File: src/rtl/tile_cfg_frame_loader.sv
// ---------------------------------------------------------------------------
// tile_cfg_frame_loader
//
// Per-tile configuration loader. Addressed config words arrive from the
// upstream tile over a valid/ready stream. Words addressed to this tile
// (or broadcast) are written segment by segment into a bitline shadow
// register. A word flagged 'last' commits the row by firing a wordline pulse
// of WL_PULSE cycles, followed by one hold cycle with all wordlines low.
// Words for other tiles, and broadcast words, are forwarded downstream
// through a single registered slot.
//
// Ports
//   prog_clk       in   programming clock
//   pReset         in   synchronous active-high reset
//   cfg_in_*       in   upstream word (valid/data/dest/seg/wl/last), ready out
//   cfg_out_*      out  forwarded word (valid/data/dest/seg/wl/last), ready in
//   bl             out  bitline drive, bl[s*WORD_W+i] = segment s, data bit i
//   wl             out  wordline drive, at most one bit high
//   cfg_err        out  sticky error (bad segment or bad wordline index)
//   prog_count     out  rows programmed, saturating
// ---------------------------------------------------------------------------
module tile_cfg_frame_loader #(
    parameter int NUM_BL   = 80,
    parameter int NUM_WL   = 80,
    parameter int WORD_W   = 40,
    parameter int ID_W     = 8,
    parameter int TILE_ID  = 0,
    parameter int WL_PULSE = 2,
    localparam int NUM_SEG = NUM_BL / WORD_W,
    localparam int SEG_W   = (NUM_SEG > 1) ? $clog2(NUM_SEG) : 1,
    localparam int WLI_W   = (NUM_WL > 1) ? $clog2(NUM_WL) : 1
) (
    input  logic              prog_clk,
    input  logic              pReset,
    input  logic              cfg_in_valid,
    output logic              cfg_in_ready,
    input  logic [WORD_W-1:0] cfg_in_data,
    input  logic [ID_W-1:0]   cfg_in_dest,
    input  logic [SEG_W-1:0]  cfg_in_seg,
    input  logic [WLI_W-1:0]  cfg_in_wl,
    input  logic              cfg_in_last,
    output logic              cfg_out_valid,
    input  logic              cfg_out_ready,
    output logic [WORD_W-1:0] cfg_out_data,
    output logic [ID_W-1:0]   cfg_out_dest,
    output logic [SEG_W-1:0]  cfg_out_seg,
    output logic [WLI_W-1:0]  cfg_out_wl,
    output logic              cfg_out_last,
    output logic [0:NUM_BL-1] bl,
    output logic [0:NUM_WL-1] wl,
    output logic              cfg_err,
    output logic [15:0]       prog_count
);

    localparam int CNT_W = (WL_PULSE > 1) ? $clog2(WL_PULSE) : 1;
    localparam logic [31:0] NUM_SEG_U = NUM_SEG;
    localparam logic [31:0] NUM_WL_U  = NUM_WL;

    typedef enum logic [1:0] {
        ST_IDLE  = 2'd0,
        ST_PULSE = 2'd1,
        ST_HOLD  = 2'd2
    } state_t;

    function automatic logic [15:0] sat_inc16(input logic [15:0] v);
        if (v == 16'hFFFF) begin
            return v;
        end else begin
            return v + 16'd1;
        end
    endfunction

    state_t             state_r;
    state_t             state_nxt_s;
    logic [CNT_W-1:0]   cnt_r;
    logic [WLI_W-1:0]   wl_idx_r;
    logic [0:NUM_BL-1]  bl_r;
    logic [0:NUM_WL-1]  wl_r;
    logic [0:NUM_WL-1]  wl_nxt_s;
    logic               cfg_err_r;
    logic [15:0]        prog_count_r;

    logic               out_valid_r;
    logic [WORD_W-1:0]  out_data_r;
    logic [ID_W-1:0]    out_dest_r;
    logic [SEG_W-1:0]   out_seg_r;
    logic [WLI_W-1:0]   out_wl_r;
    logic               out_last_r;

    logic               is_local_s;
    logic               is_bcast_s;
    logic               slot_free_s;
    logic               ready_s;
    logic               in_fire_s;
    logic               fwd_load_s;
    logic               consume_s;
    logic               seg_ok_s;
    logic               wl_ok_s;
    logic               seg_wr_s;
    logic               start_s;
    logic               err_set_s;
    logic [WLI_W-1:0]   pulse_idx_s;

    assign is_local_s  = (cfg_in_dest == ID_W'(TILE_ID));
    assign is_bcast_s  = &cfg_in_dest;
    assign slot_free_s = !out_valid_r || cfg_out_ready;
    assign seg_ok_s    = 32'(cfg_in_seg) < NUM_SEG_U;
    assign wl_ok_s     = 32'(cfg_in_wl) < NUM_WL_U;

    // Input acceptance: local words need the FSM idle, broadcast words also
    // need the out slot, everything else only needs the out slot.
    always_comb begin
        ready_s = 1'b0;
        if (is_bcast_s) begin
            ready_s = (state_r == ST_IDLE) && slot_free_s;
        end else if (is_local_s) begin
            ready_s = (state_r == ST_IDLE);
        end else begin
            ready_s = slot_free_s;
        end
    end

    assign cfg_in_ready = ready_s;
    assign in_fire_s    = cfg_in_valid && ready_s;
    assign fwd_load_s   = in_fire_s && !is_local_s;
    assign consume_s    = in_fire_s && (is_local_s || is_bcast_s);
    assign seg_wr_s     = consume_s && seg_ok_s;
    // A dropped (bad-segment) word never commits a row, even if flagged last.
    assign start_s      = consume_s && seg_ok_s && cfg_in_last && wl_ok_s;
    assign err_set_s    = consume_s && (!seg_ok_s || (cfg_in_last && !wl_ok_s));

    // FSM state register
    always_ff @(posedge prog_clk) begin
        if (pReset) begin
            state_r <= ST_IDLE;
        end else begin
            state_r <= state_nxt_s;
        end
    end

    // FSM next-state logic
    always_comb begin
        state_nxt_s = state_r;
        case (state_r)
            ST_IDLE: begin
                if (start_s) begin
                    state_nxt_s = ST_PULSE;
                end else begin
                    state_nxt_s = ST_IDLE;
                end
            end
            ST_PULSE: begin
                if (cnt_r == '0) begin
                    state_nxt_s = ST_HOLD;
                end else begin
                    state_nxt_s = ST_PULSE;
                end
            end
            ST_HOLD: begin
                state_nxt_s = ST_IDLE;
            end
            default: begin
                state_nxt_s = ST_IDLE;
            end
        endcase
    end

    // FSM output logic: next wordline vector, registered below so wl is
    // high exactly while the FSM sits in PULSE.
    always_comb begin
        wl_nxt_s    = '0;
        pulse_idx_s = wl_idx_r;
        if (start_s) begin
            pulse_idx_s = cfg_in_wl;
        end else begin
            pulse_idx_s = wl_idx_r;
        end
        for (int j = 0; j < NUM_WL; j++) begin
            wl_nxt_s[j] = (state_nxt_s == ST_PULSE) && (pulse_idx_s == WLI_W'(j));
        end
    end

    // Pulse counter and latched wordline index
    always_ff @(posedge prog_clk) begin
        if (pReset) begin
            cnt_r    <= '0;
            wl_idx_r <= '0;
        end else if (start_s) begin
            cnt_r    <= CNT_W'(WL_PULSE - 1);
            wl_idx_r <= cfg_in_wl;
        end else if ((state_r == ST_PULSE) && (cnt_r != '0)) begin
            cnt_r    <= cnt_r - CNT_W'(1);
        end
    end

    // Wordline, error flag and programmed-row counter registers
    always_ff @(posedge prog_clk) begin
        if (pReset) begin
            wl_r         <= '0;
            cfg_err_r    <= 1'b0;
            prog_count_r <= 16'd0;
        end else begin
            wl_r <= wl_nxt_s;
            if (err_set_s) begin
                cfg_err_r <= 1'b1;
            end
            if (state_r == ST_HOLD) begin
                prog_count_r <= sat_inc16(prog_count_r);
            end
        end
    end

    // Bitline shadow register; bit i of a segment lands on bl[s*WORD_W+i]
    always_ff @(posedge prog_clk) begin
        if (pReset) begin
            bl_r <= '0;
        end else if (seg_wr_s) begin
            for (int s = 0; s < NUM_SEG; s++) begin
                for (int i = 0; i < WORD_W; i++) begin
                    if (cfg_in_seg == SEG_W'(s)) begin
                        bl_r[s*WORD_W+i] <= cfg_in_data[i];
                    end
                end
            end
        end
    end

    // Downstream slot: loads on acceptance, holds while stalled
    always_ff @(posedge prog_clk) begin
        if (pReset) begin
            out_valid_r <= 1'b0;
            out_data_r  <= '0;
            out_dest_r  <= '0;
            out_seg_r   <= '0;
            out_wl_r    <= '0;
            out_last_r  <= 1'b0;
        end else if (fwd_load_s) begin
            out_valid_r <= 1'b1;
            out_data_r  <= cfg_in_data;
            out_dest_r  <= cfg_in_dest;
            out_seg_r   <= cfg_in_seg;
            out_wl_r    <= cfg_in_wl;
            out_last_r  <= cfg_in_last;
        end else if (cfg_out_ready) begin
            out_valid_r <= 1'b0;
        end
    end

    assign bl            = bl_r;
    assign wl            = wl_r;
    assign cfg_err       = cfg_err_r;
    assign prog_count    = prog_count_r;
    assign cfg_out_valid = out_valid_r;
    assign cfg_out_data  = out_data_r;
    assign cfg_out_dest  = out_dest_r;
    assign cfg_out_seg   = out_seg_r;
    assign cfg_out_wl    = out_wl_r;
    assign cfg_out_last  = out_last_r;

endmodule

File: config.mk
export PLATFORM = sky130hd
export DESIGN_NAME = tile_cfg_frame_loader
export DESIGN_NICKNAME = d
export VERILOG_FILES = /design/src/rtl/tile_cfg_frame_loader.sv
export SDC_FILE = /design/constraint.sdc
export NUM_CORES = 1
export LEC_CHECK = 0
export BUFFER_PORTS_ARGS = -buffer_cell sky130_fd_sc_hd__buf_2
export CAP_MARGIN = 10
export CORE_MARGIN = 2
export CORE_UTILIZATION = 45
export CTS_CLUSTER_SIZE = 12
export DETAILED_ROUTE_END_ITERATION = 8
export MAX_ROUTING_LAYER = met4
export PLACE_DENSITY = 0.76
export SLEW_MARGIN = 40
export SYNTH_ARGS = -nofsm -noshare
export SYNTH_HDL_FRONTEND = slang
export SYNTH_SLANG_ARGS = --single-unit
File: constraint.sdc
create_clock -name prog_clk -period 2.2 [get_ports prog_clk]
set_input_delay 0.44 -clock prog_clk [delete_from_list [all_inputs] [get_ports prog_clk]]
set_output_delay 0.44 -clock prog_clk [all_outputs]
set_load 0.005 [all_outputs]
# Word level (Yosys, flattened, before mapping)
# Index checks and enable logic that the tools add are counted.
dict set report word_totals {
  reg_bits 245
  in_bits 61
  output_inout_bits 236
  elab_cells 215
}
dict set report op_classes {
  n_addsub 2
  n_lt_le_gt_ge 1
  n_eq_ne 83
  mux 10
  bitwise 2
  n_reduce_logical 103
}
# op count
set op_table {}
lappend op_table {{equality test 7 x 6 -> 1 bit, second input constant} 32}
lappend op_table {{equality test 7 x 5 -> 1 bit, second input constant} 16}
lappend op_table {{equality test 7 bit, second input constant} 16}
lappend op_table {{logical AND 1 bit} 89}
lappend op_table {{equality test 7 x 4 -> 1 bit, second input constant} 8}
lappend op_table {{equality test 7 x 3 -> 1 bit, second input constant} 4}
lappend op_table {{adder 16 x 1 -> 16 bit, second input constant} 1}
lappend op_table {{equality test 16 bit, second input constant} 1}
lappend op_table {{equality test 7 x 2 -> 1 bit, second input constant} 2}
lappend op_table {{logical NOT 8 bit} 1}
lappend op_table {{AND reduction 8 bit} 1}
lappend op_table {{equality test 7 x 1 -> 1 bit, second input constant} 1}
lappend op_table {{logical NOT 7 bit} 1}
lappend op_table {{< comparator 7 bit, second input constant} 1}
lappend op_table {{two-way mux 1 bit} 7}
lappend op_table {{two-way mux 7 bit} 1}
lappend op_table {{AND reduction 2 bit} 3}
lappend op_table {{equality test 2 x 1 -> 1 bit, second input constant} 2}
lappend op_table {{one-hot mux 2 bit (2 select lines)} 1}
lappend op_table {{nonzero test 2 bit} 2}
lappend op_table {{logical NOT 1 bit} 3}
lappend op_table {{equality test 2 bit, second input constant} 1}
lappend op_table {{logical NOT 2 bit} 1}
lappend op_table {{logical OR 1 bit} 2}
lappend op_table {{3 further kinds} 4}

# Logic depth before layout (Yosys ltp)
# Gate-level depths: netlist of run 1.
dict set report depth {
  ltp_word 12
  ltp_mapped 8
  ltp_nobuf 6
}

# Least setup slack after synthesis of run 1
# No wires, ideal clock.
dict set report synth_timing {
  path_kind {input to register}
  start {input cfg_in_dest[7]}
  end {register wl_r (netlist bit wl[33])}
  setup_ns 0.133
  t_arrival_ns 2.182
  required_ns 2.067
  setup_slack_ns -0.115
  stages 7
  n_path_buf 2
  cell_sequence {or4_1 or2_4 a211oi_4 buf_4 a22o_1 buf_4 nor4_1}
}
dict set report synth_between {
  elab_chain_cells 11
  elab_cells_between_ends 15
  cone_classes {eq/ne: 2; mux: 5; reduce/logical: 8}
}
# element line_no
set synth_lines {}
lappend synth_lines {{start: declaration} 38} ;# input logic [ID_W-1:0] cfg_in_dest,
lappend synth_lines {{logical NOT 8 bit} 104} ;# assign is_local_s = (cfg_in_dest == ID_W'(TILE_ID));
lappend synth_lines {{two-way mux 1 bit} 116} ;# end else if (is_local_s) begin
lappend synth_lines {{two-way mux 1 bit} 114} ;# if (is_bcast_s) begin
lappend synth_lines {{logical AND 1 bit} 124} ;# assign in_fire_s = cfg_in_valid && ready_s;
lappend synth_lines {{logical AND 1 bit (*)} 126} ;# assign consume_s = in_fire_s && (is_local_s || is_bcast_s);
lappend synth_lines {{logical AND 1 bit (*) (2 in series)} 129} ;# assign start_s = consume_s && seg_ok_s && cfg_in_last && wl_ok_s;
lappend synth_lines {{two-way mux 1 bit} 146} ;# if (start_s) begin
lappend synth_lines {{one-hot mux 2 bit (2 select lines)} 144} ;# case (state_r)
lappend synth_lines {{equality test 2 x 1 -> 1 bit} 179} ;# wl_nxt_s[j] = (state_nxt_s == ST_PULSE) && (pulse_idx_s == WLI_W'(j));
lappend synth_lines {{logical AND 1 bit (*)} 179}
lappend synth_lines {{end signal: assignment} 203} ;# wl_r <= wl_nxt_s;
lappend synth_lines {{end: declaration} 78} ;# logic [0:NUM_WL-1] wl_r;
# Every way passes the cells marked *; elsewhere a longest branch is shown, timed or not.
# A chain may end at the register's enable or synchronous reset.

# Final worst setup path of run 1
dict set report layout_timing {
  start {input cfg_in_dest[1]}
  end {output cfg_in_ready}
}
dict set report layout_between {
  elab_chain_cells 3
  elab_cells_between_ends 4
  cone_classes {mux: 2; reduce/logical: 2}
}
# element line_no
set layout_lines {}
lappend layout_lines {{logical NOT 8 bit} 104}
lappend layout_lines {{two-way mux 1 bit} 116}
lappend layout_lines {{two-way mux 1 bit (*)} 114}
lappend layout_lines {{end: declaration} 36} ;# output logic cfg_in_ready,
# Marked as above.

==> results of run 1 <==
-- cells in the final DEF, fill, tap and decap left out, drive strengths merged, types with 2 or more instances in the layout --
| master | count |
|---|---|
| nor3b | 5 |
| a211o | 3 |
| nand4 | 7 |
| o21a | 2 |
| nor2 | 32 |
| o21ai | 5 |
| nor3 | 40 |
| nand2 | 296 |
| a211oi | 5 |
| clkbuf | 35 |
| nand3 | 10 |
| a21oi | 153 |
| o211ai | 3 |
| or2 | 3 |
| xnor2 | 14 |
| and4 | 2 |
| a31oi | 5 |
| nor2b | 7 |
| buf | 355 |
| mux2i | 3 |
| or4 | 2 |
| inv | 6 |
| dfxtp | 245 |
| nand2b | 2 |
| nor4 | 53 |
-- cell type report --
type                    count  area [um^2]  area share [%]
well taps                 260          325            2.77
flip-flops and latches    245         4900            41.7
multi-input cells         674         3550            30.2
clock inverters             4         65.1           0.554
repair buffers            355         2160            18.4
clock buffers              35          724            6.17
inverters                   5         18.8           0.160
-- tightest hold or removal path: stages --
cell and delay [ps]:
buf_6 100, nand2_1 50, a21oi_1 50
-- how the worst max path moves through the flow --
stage	endpoint	slack (ps)	cells past startpoint
2_1_floorplan	wl[33]$_SDFF_PP0_	-50	7
3_5_place_dp	wl[24]$_SDFF_PP0_	-420	7
5_1_grt	cfg_in_ready	-70	7
3_3_place_gp	wl[26]$_SDFF_PP0_	-360	6
4_1_cts	cfg_in_ready	-30	7
6_report	cfg_in_ready	-20	7
-- sequential cells by signal (all words and copies together) (netlist names), 2 cells and up --
name / count
state_r: 2
wl_idx_r: 7
cfg_out_data: 40
bl: 80
wl: 80
prog_count: 16
cfg_out_dest: 8
cfg_out_wl: 7
-- what timing repair did --
| action | in CTS | in global routing |
|---|---|---|
| pin swaps | 4 | 2 |
| endpoints found under the setup margin | 11 | 35 |
| gates resized for setup | 9 | 3 |
| buffers inserted | 4 | 5 |
-- layer usage --
metal	share of wire, %	wire length, um
met5	0	0
met4	2.8	710
met3	6.5	1610
met2	49	12100
met1	42	10500
-- metrics by stage --
step           hold slack, ps  setup WS [ps]  setup TNS (ps)  util [%]
4_1_cts                   148          -30.5           -59.8      62.1
3_3_place_gp              439           -357          -41480      57.4
5_1_grt                   172          -66.9           -66.9      62.4
2_1_floorplan             429          -47.0           -2110         -
3_5_place_dp              443           -421          -43310      57.5
6_report                  165          -20.6           -20.6      62.4
-- where the power goes --
| part | internal, mW | switching, mW |
|---|---|---|
| Combinational | 0.187 | 0.286 |
| Clock | 2.40 | 1.68 |
| Sequential | 4.50 | 0.0321 |
| Total | 7.09 | 2.00 |
-- cells by family after synthesis --
| family | after synthesis | share of synthesized area (%) |
|---|---|---|
| AND/OR/NAND/NOR | 468 | 25.0 |
| flip-flops | 245 | 56.5 |
| AO/OA/AOI/OAI | 187 | 12.4 |
| buffers and inverters | 81 | 4.13 |
| XOR/XNOR | 14 | 1.41 |
| multiplexers | 4 | 0.475 |
| adder cells (fa/ha/maj) | 1 | 0.144 |
==> out/qor.yml, run 1 <==
ctsHtreeMaxLevel: 1
cp_top_family: "simple AND/OR/NAND/NOR gates"
async_flop_share_pct: 0
hold_violations: 0
cts_buffers: 26
num-fill-cells: 1585
hold_depth: 3
use_met1_pct: 29.5
dp.cells: 1530
port_buffers: 296
crit_chain: "buf_6, or4_4, or2_4, buf_12, a21oi_2, a21oi_1, buf_2"
cts_tree: "built"
area_growth_pct: 35.2
rr_startpoint: "cfg_out_valid$_SDFFE_PP0P_"
critical_path_arrival_ps: 1780
grt_overflow: 0
die_area_mm2: 0.0204
status: "complete, but fails checks"
grt_usage_pct: 23.8
fin_ws_ps: -20.6
syn_nets: 1062
power_density_mw_per_mm2: 774
vias_per_cell: 5.19
clock_latency_ps: 520
cts_hold_buffers: 0
netlist.top_cell.by_area: "dfxtp_1"
antenna_left: 0
worst_slew_pin_slew_ps: 839
hp-class: "in2reg"
num_antenna_cells: 0
critical_path.max_fanout: 6
violations: "setup timing"
fp.dieW_um: 143
hpwl_um: 17000
cts.sinks: 245
yosys-top-cells-count: "nand2_1, dfxtp_1, a21oi_1, clkbuf_1"
root_buffer: "clkbuf_16"
r2r_setup_slack_ps: 100
ys_types: 57
antenna_found_initial: 0
met3_usage_pct: 4.23
finalNonFillerCells: 1578
first_pass_iters: 5
grt_max_degree: 79
yosys.cell_count.top_type: "nand2_1"
slowest_delay_ps: 530
period_share_pct: 101
synth_area_leaders: "dfxtp_1, nand2_1, a21oi_1, nor4_1, nor3_1"
hold_path.startpoint: "cfg_in_dest[4]"
fmax_ghz: 0.450
synth_area_mm2: 0.00869
placed_area_mm2: 0.0108
fin_skew_ps: 9.31
drive_above_1_share_pct: 32.6
p_leak_nw: 5.00
rsz0062_at_grt: "yes"
cp.required_ps: 1760
synth.top_cell.area_share_pct: 56.5
worst_path_max_delay_cell: "or4_4"
criticalPathCategory: "in2out"
hold_end: "cfg_out_dest[4]$_SDFFE_PP0P_"
r2r_end: "wl[37]$_SDFF_PP0_"
grt_pass1_wl_um: 38500
path_buf_inv: 3
slew_violations: 0
rows: 50
total_power_mw: 9.09
synth_area_per_cell_um2: 8.69
peakVddDrop_mv: 0.641
use_met2_pct: 39.4
relSlewSlack_pct: 44.1
clk_pin_slew_worst_paths_ps: 60
synth_ff_type: "dfxtp_1"
vias: 8188
startpoint: "cfg_in_dest[1]"
synthCells: 1000
post_drt_wl_per_cell_um: 15.8
gp_congestion: 0.839
synth_edf_count: 0
yosys_warnings: 0
clk_path_buf_depth: 3
wl_um: 25000
fin_nets: 1369
maxCapViolCount: 0
start_util_pct: 46.1
ys_ff_latch: 245
die_height_um: 143
final_area_mm2: 0.0117
reg2reg_depth: 8
grt_pass1_vias: 7550
drc: 0
first_iter_violations: 462
setup_viol: 1
end_kind: "output port"
io_pins: 297
ys_seq_area_share_pct: 56.5
core_mm2: 0.0188
fin_crit_ps: 2220
cp-start-kind: "input port"
busiest_layer: "met2"
No activity file was read; power rests on OpenSTA's default activity.
==> run 2: changes to the inputs <==
==> constraint.sdc (replaced) <==
create_clock -name prog_clk -period 2.2 [get_ports prog_clk]
set_input_delay 0.44 -clock prog_clk [delete_from_list [all_inputs] [get_ports prog_clk]]
set_output_delay 0.44 -clock prog_clk [all_outputs]
set_load 0.02 [all_outputs]
==> out/qor.yml, run 2 (synthesis results as in run 1) <==
area_growth_pct: 35.6  # was 35.2%
worst_slew_pin_slew_ps: 815  # was 839 ps
clock_latency_ps: 520  # about the same
drive_above_1_share_pct: 32.9  # was 32.6%
final_area_mm2: 0.0118  # was 0.0117 mm^2
final_common_cell: "nand2_1"  # unchanged
start_util_pct: 46.1  # unchanged
core_mm2: 0.0188  # unchanged
cp-start-kind: "input port"  # unchanged
rsz0062_at_grt: "yes"  # unchanged
vias: 8171  # was 8188
grt_max_degree: 76  # was 79
cts_tree: "built"  # unchanged
crit_chain: "buf_8, or4_4, or2_4, buf_12, a21oi_4, a21oi_2, buf_6"  # was buf_6, or4_4, or2_4, buf_12, a21oi_2, a21oi_1, buf_2
setup_viol: 1  # unchanged
grt_pass1_wl_um: 39500  # was 38500 um
fin_crit_ps: 2220  # about the same
p_leak_nw: 4.99  # was 5.00 nW
hp-class: "in2reg"  # unchanged
ctsHtreeMaxLevel: 1  # unchanged
post_drt_wl_per_cell_um: 16.1  # was 15.8 um
vias_per_cell: 5.19  # about the same
port_buffers: 296  # unchanged
cp.required_ps: 1760  # about the same
first_pass_iters: 6  # was 5
total_power_mw: 9.28  # was 9.09 mW
critical_path_arrival_ps: 1780  # about the same
antenna_left: 0  # unchanged
period_share_pct: 101  # about the same
die_height_um: 143  # unchanged
first_iter_violations: 456  # was 462
power_density_mw_per_mm2: 788  # was 774 mW/mm^2
final_cell_mix: "nand2_1, buf_2, dfxtp_1, a21oi_1"  # was nand2_1, buf_2, dfxtp_1, a21oi_1, buf_4
grt_pass1_vias: 7720  # was 7550
relSlewSlack_pct: 45.7  # was 44.1%
hold_violations: 0  # unchanged
io_pins: 297  # unchanged
wl_um: 25400  # was 25000 um
status: "complete, but fails checks"  # unchanged
rows: 50  # unchanged
maxCapViolCount: 0  # unchanged
cts_buffers: 26  # unchanged
peakVddDrop_mv: 0.596  # was 0.641 mV
fp.dieW_um: 143  # unchanged
cts.sinks: 245  # unchanged
slowest_delay_ps: 560  # was 530 ps
cts_hold_buffers: 0  # unchanged
slew_violations: 0  # unchanged
violations: "setup timing"  # unchanged
clk_path_buf_depth: 3  # unchanged
reg2reg_depth: 6  # was 8
hold_depth: 3  # unchanged
criticalPathCategory: "in2out"  # unchanged
root_buffer: "clkbuf_16"  # unchanged
grt_overflow: 0  # unchanged
hpwl_um: 17300  # was 17000 um
fin_skew_ps: 11.5  # was 9.31 ps
drc: 0  # unchanged
fin_ws_ps: -15.5  # was -20.6 ps
fmax_ghz: 0.451  # was 0.450 GHz
worst_path_max_delay_cell: "or4_4"  # unchanged
gp_congestion: 0.827  # was 0.839
placed_area_mm2: 0.0108  # unchanged
fin_nets: 1366  # was 1369
die_area_mm2: 0.0204  # unchanged
critical_path.max_fanout: 4  # was 6
utilization_pct: 62.6  # was 62.4%
end_kind: "output port"  # unchanged
clk_pin_slew_worst_paths_ps: 60  # about the same
antenna_found_initial: 0  # unchanged
num-fill-cells: 1572  # was 1585
grt_usage_pct: 24.6  # was 23.8%
num_antenna_cells: 0  # unchanged
run 2: changes by cell type in the layout (fill, tap and decap cells not counted), sizes merged:
| cell | change |
|---|---|
| buf | -3 |
| clkbuf | -1 |
| clkinv | +1 |
| bufinv | +1 |
| clkinvlp | -1 |
run 2: layout make-up:
class	count	area (um^2)	area share, %
clock buffer	34	722	6.13
clock inverter	5	78.8	0.669
inverter	5	18.8	0.159
multi-input combinational	674	3580	30.4
sequential	245	4900	41.6
tap	260	325	2.76
timing repair buffer	352	2150	18.2
run 2: where the power goes:
part	total [mW]	internal (mW)	switching (mW)	leakage, nW
clock	4.18	2.51	1.67	0.394
combinational	0.560	0.194	0.366	2.62
sequential	4.54	4.50	0.0321	1.98
total	9.28	7.21	2.07	4.99
run 2: path summary, 6_finish.rpt:
check / start / to / slack [ps]
max: cfg_in_dest[4] / cfg_in_ready / -20
min: cfg_in_data[12] / bl[52]$_SDFFE_PP0P_ / 180
max reg2reg: cfg_out_valid$_SDFFE_PP0P_ / wl[4]$_SDFF_PP0_ / 120
min reg2reg: cfg_out_last$_SDFFE_PP0P_ / cfg_out_last$_SDFFE_PP0P_ / 450
run 2: worst max-delay path: cells and delay by family:
| kind | cells | cell delay [ps] |
|---|---|---|
| AND/OR/NAND/NOR | 2 | 830 |
| buffers and inverters | 3 | 360 |
| AO/OA/AOI/OAI | 2 | 150 |
run 2: per-stage QoR:
stage	hold WS, ps	worst slack (ps)	cells	setup TNS, ps
global placement	439	-324	1529	-45610
CTS	140	-50.0	1573	-50.0
detailed placement	443	-433	1530	-52730
floorplan	429	-47.0	1000	-2110
finish	176	-15.5	1575	-15.5
global route	162	-45.5	1575	-45.5
run 2: per-layer routing:
layer	global-route usage [%]	part of all wire, %	up-vias
met5	-	0	-
met4	7.50	2.5	0
met3	4.16	6.7	49
met2	41.1	49	329
met1	30.4	42	3792
li1	-	-	4001
run 2: repair_timing:
action                                  4_1_cts  5_1_grt
buffers inserted                              4        2
pin swaps                                     4        1
endpoints found under the setup margin       23       27
resized for setup                             9       11
==> run 3: changes to the inputs <==
--- a/config.mk
+++ b/config.mk
@@ -12,7 +12,7 @@
 export CTS_CLUSTER_SIZE = 12
 export DETAILED_ROUTE_END_ITERATION = 8
 export MAX_ROUTING_LAYER = met4
-export PLACE_DENSITY = 0.76
+export PLACE_DENSITY = 0.86
 export SLEW_MARGIN = 40
 export SYNTH_ARGS = -nofsm -noshare
 export SYNTH_HDL_FRONTEND = slang
==> out/qor.yml, run 3 (synthesis results as in run 1) <==
critical_path.max_fanout: 4  # unchanged
fp.dieW_um: 143  # unchanged
crit_cells: 6  # was 7
grt_pass1_wl_um: 41400  # was 39500 um
crit_chain: "buf_8, or4_4, or2_4, buf_12, a21oi_4, buf_6"  # was buf_8, or4_4, or2_4, buf_12, a21oi_4, a21oi_2, buf_6
hold_violations: 0  # unchanged
final_common_cell: "nand2_1"  # unchanged
area_growth_pct: 37.0  # was 35.6%
final_cell_mix: "nand2_1, buf_2, dfxtp_1, a21oi_1, buf_4"  # was nand2_1, buf_2, dfxtp_1, a21oi_1
cp-start-kind: "input port"  # unchanged
grt_usage_pct: 25.9  # was 24.6%
fin_ws_ps: -52.1  # was -15.5 ps
fin_nets: 1370  # was 1366
period_share_pct: 102  # was 101%
cts_buffers: 26  # unchanged
peakVddDrop_mv: 0.628  # was 0.596 mV
rsz0062_at_grt: "yes"  # unchanged
grt_pass1_vias: 8081  # was 7720
worst_path_max_delay_cell: "or4_4"  # unchanged
die_area_mm2: 0.0204  # unchanged
utilization_pct: 63.2  # was 62.6%
port_buffers: 296  # unchanged
reg2reg_depth: 9  # was 6
die_height_um: 143  # unchanged
dr_wl_met2_um: 13100  # was 12500 um
cp_top_family: "simple AND/OR/NAND/NOR gates"  # unchanged
setup_viol: 1  # unchanged
hold_depth: 3  # unchanged
core_mm2: 0.0188  # unchanged
topRoutingLayerUsed: "met4"  # unchanged
grt_max_degree: 90  # was 76
grt_overflow: 0  # unchanged
hp-class: "in2reg"  # unchanged
relSlewSlack_pct: 43.6  # was 45.7%
antenna_left: 0  # unchanged
root_buffer: "clkbuf_16"  # unchanged
status: "complete, but fails checks"  # unchanged
drt-met1-wl_um: 10600  # about the same
dr_wl_met3_um: 2180  # was 1700 um
worst_slew_pin_slew_ps: 846  # was 815 ps
critical_path_arrival_ps: 1810  # was 1780 ps
cts_hold_buffers: 0  # unchanged
post_drt_wl_per_cell_um: 17.0  # was 16.1 um
first_iter_violations: 383  # was 456
antenna_found_initial: 3  # was 0
ctsHtreeMaxLevel: 1  # unchanged
hpwl_um: 18100  # was 17300 um
slowest_delay_ps: 550  # was 560 ps
criticalPathCategory: "in2out"  # unchanged
clk_pin_slew_worst_paths_ps: 60  # about the same
fin_crit_ps: 2250  # was 2220 ps
drc: 0  # unchanged
maxCapViolCount: 0  # unchanged
whs_ps: 172  # was 176 ps
wl_um: 27000  # was 25400 um
cts_tree: "built"  # unchanged
num-fill-cells: 1489  # was 1572
drive_above_1_share_pct: 33.4  # was 32.9%
power_density_mw_per_mm2: 789  # was 788 mW/mm^2
path_buf_inv: 3  # unchanged
cp.required_ps: 1760  # about the same
first_pass_iters: 5  # was 6
slew_violations: 0  # unchanged
vias: 8450  # was 8171
clk_path_buf_depth: 3  # unchanged
cts.sinks: 245  # unchanged
rows: 50  # unchanged
end_kind: "output port"  # unchanged
fin_skew_ps: 21.6  # was 11.5 ps
p_leak_nw: 5.04  # was 4.99 nW
fmax_ghz: 0.444  # was 0.451 GHz
gp_congestion: 0.852  # was 0.827
clock_latency_ps: 530  # was 520 ps
violations: "setup timing"  # unchanged
start_util_pct: 46.1  # unchanged
io_pins: 297  # unchanged
vias_per_cell: 5.33  # was 5.19
[run 3: worst paths after layout]
kind	startpoint	to	slack, ps
setup / recovery	cfg_in_dest[1]	cfg_in_ready	-50
hold / removal	cfg_in_dest[6]	cfg_out_dest[6]$_SDFFE_PP0P_	170
setup reg to reg	cfg_out_valid$_SDFFE_PP0P_	wl[38]$_SDFF_PP0_	110
hold reg to reg	cfg_out_data[6]$_SDFFE_PP0P_	cfg_out_data[6]$_SDFFE_PP0P_	450
[run 3: cell type report]
| type | instances | area, um^2 | share of cell area, % |
|---|---|---|---|
| Timing Repair Buffer | 356 | 2200 | 18.5 |
| Inverter | 5 | 18.8 | 0.158 |
| Sequential cell | 245 | 4910 | 41.2 |
| Tap cell | 260 | 325 | 2.73 |
| Antenna cell | 3 | 7.51 | 0.0631 |
| Multi-Input combinational cell | 674 | 3620 | 30.4 |
| Clock buffer | 38 | 757 | 6.36 |
| Clock inverter | 4 | 72.6 | 0.610 |
[run 3: power by group]
part	internal [mW]	total (mW)	switching (mW)
Clock	2.59	4.29	1.70
Combinational	0.189	0.560	0.371
Sequential	4.50	4.54	0.0330
Total	7.28	9.39	2.11
[run 3: layer usage]
layer	global-route usage, %	vias up
li1	-	3998
met1	30.4	3960
met2	43.0	404
met3	5.70	88
met4	10.6	0
met5	-	-
[run 3: repair_timing]
item / in CTS / in global routing
hold endpoints to repair: 0 / 0
pin swaps: 4 / 3
buffers inserted: 6 / 5
cloned: 0 / 0
setup endpoints to repair: 23 / 63
gates resized for setup: 14 / 12
[run 3: tightest hold or removal path, delay by kind of cell]
family,cells,cell delay [ps]
compound gates,1,50
buf+inv,1,100
simple gates,1,60
[run 3: per-stage QoR]
stage	cells	total power [mW]	cell area, um^2	TNS (ps)	worst slack (ps)
after floorplan	1000	4.91	8750	-2110	-47.0
after global placement	1528	5.16	10800	-42980	-329
after detailed placement	1529	5.17	10900	-47600	-401
after CTS	1577	9.42	11800	-46.4	-40.8
after global routing	1585	9.67	11900	-185	-84.2
final	1585	9.39	11900	-52.1	-52.1
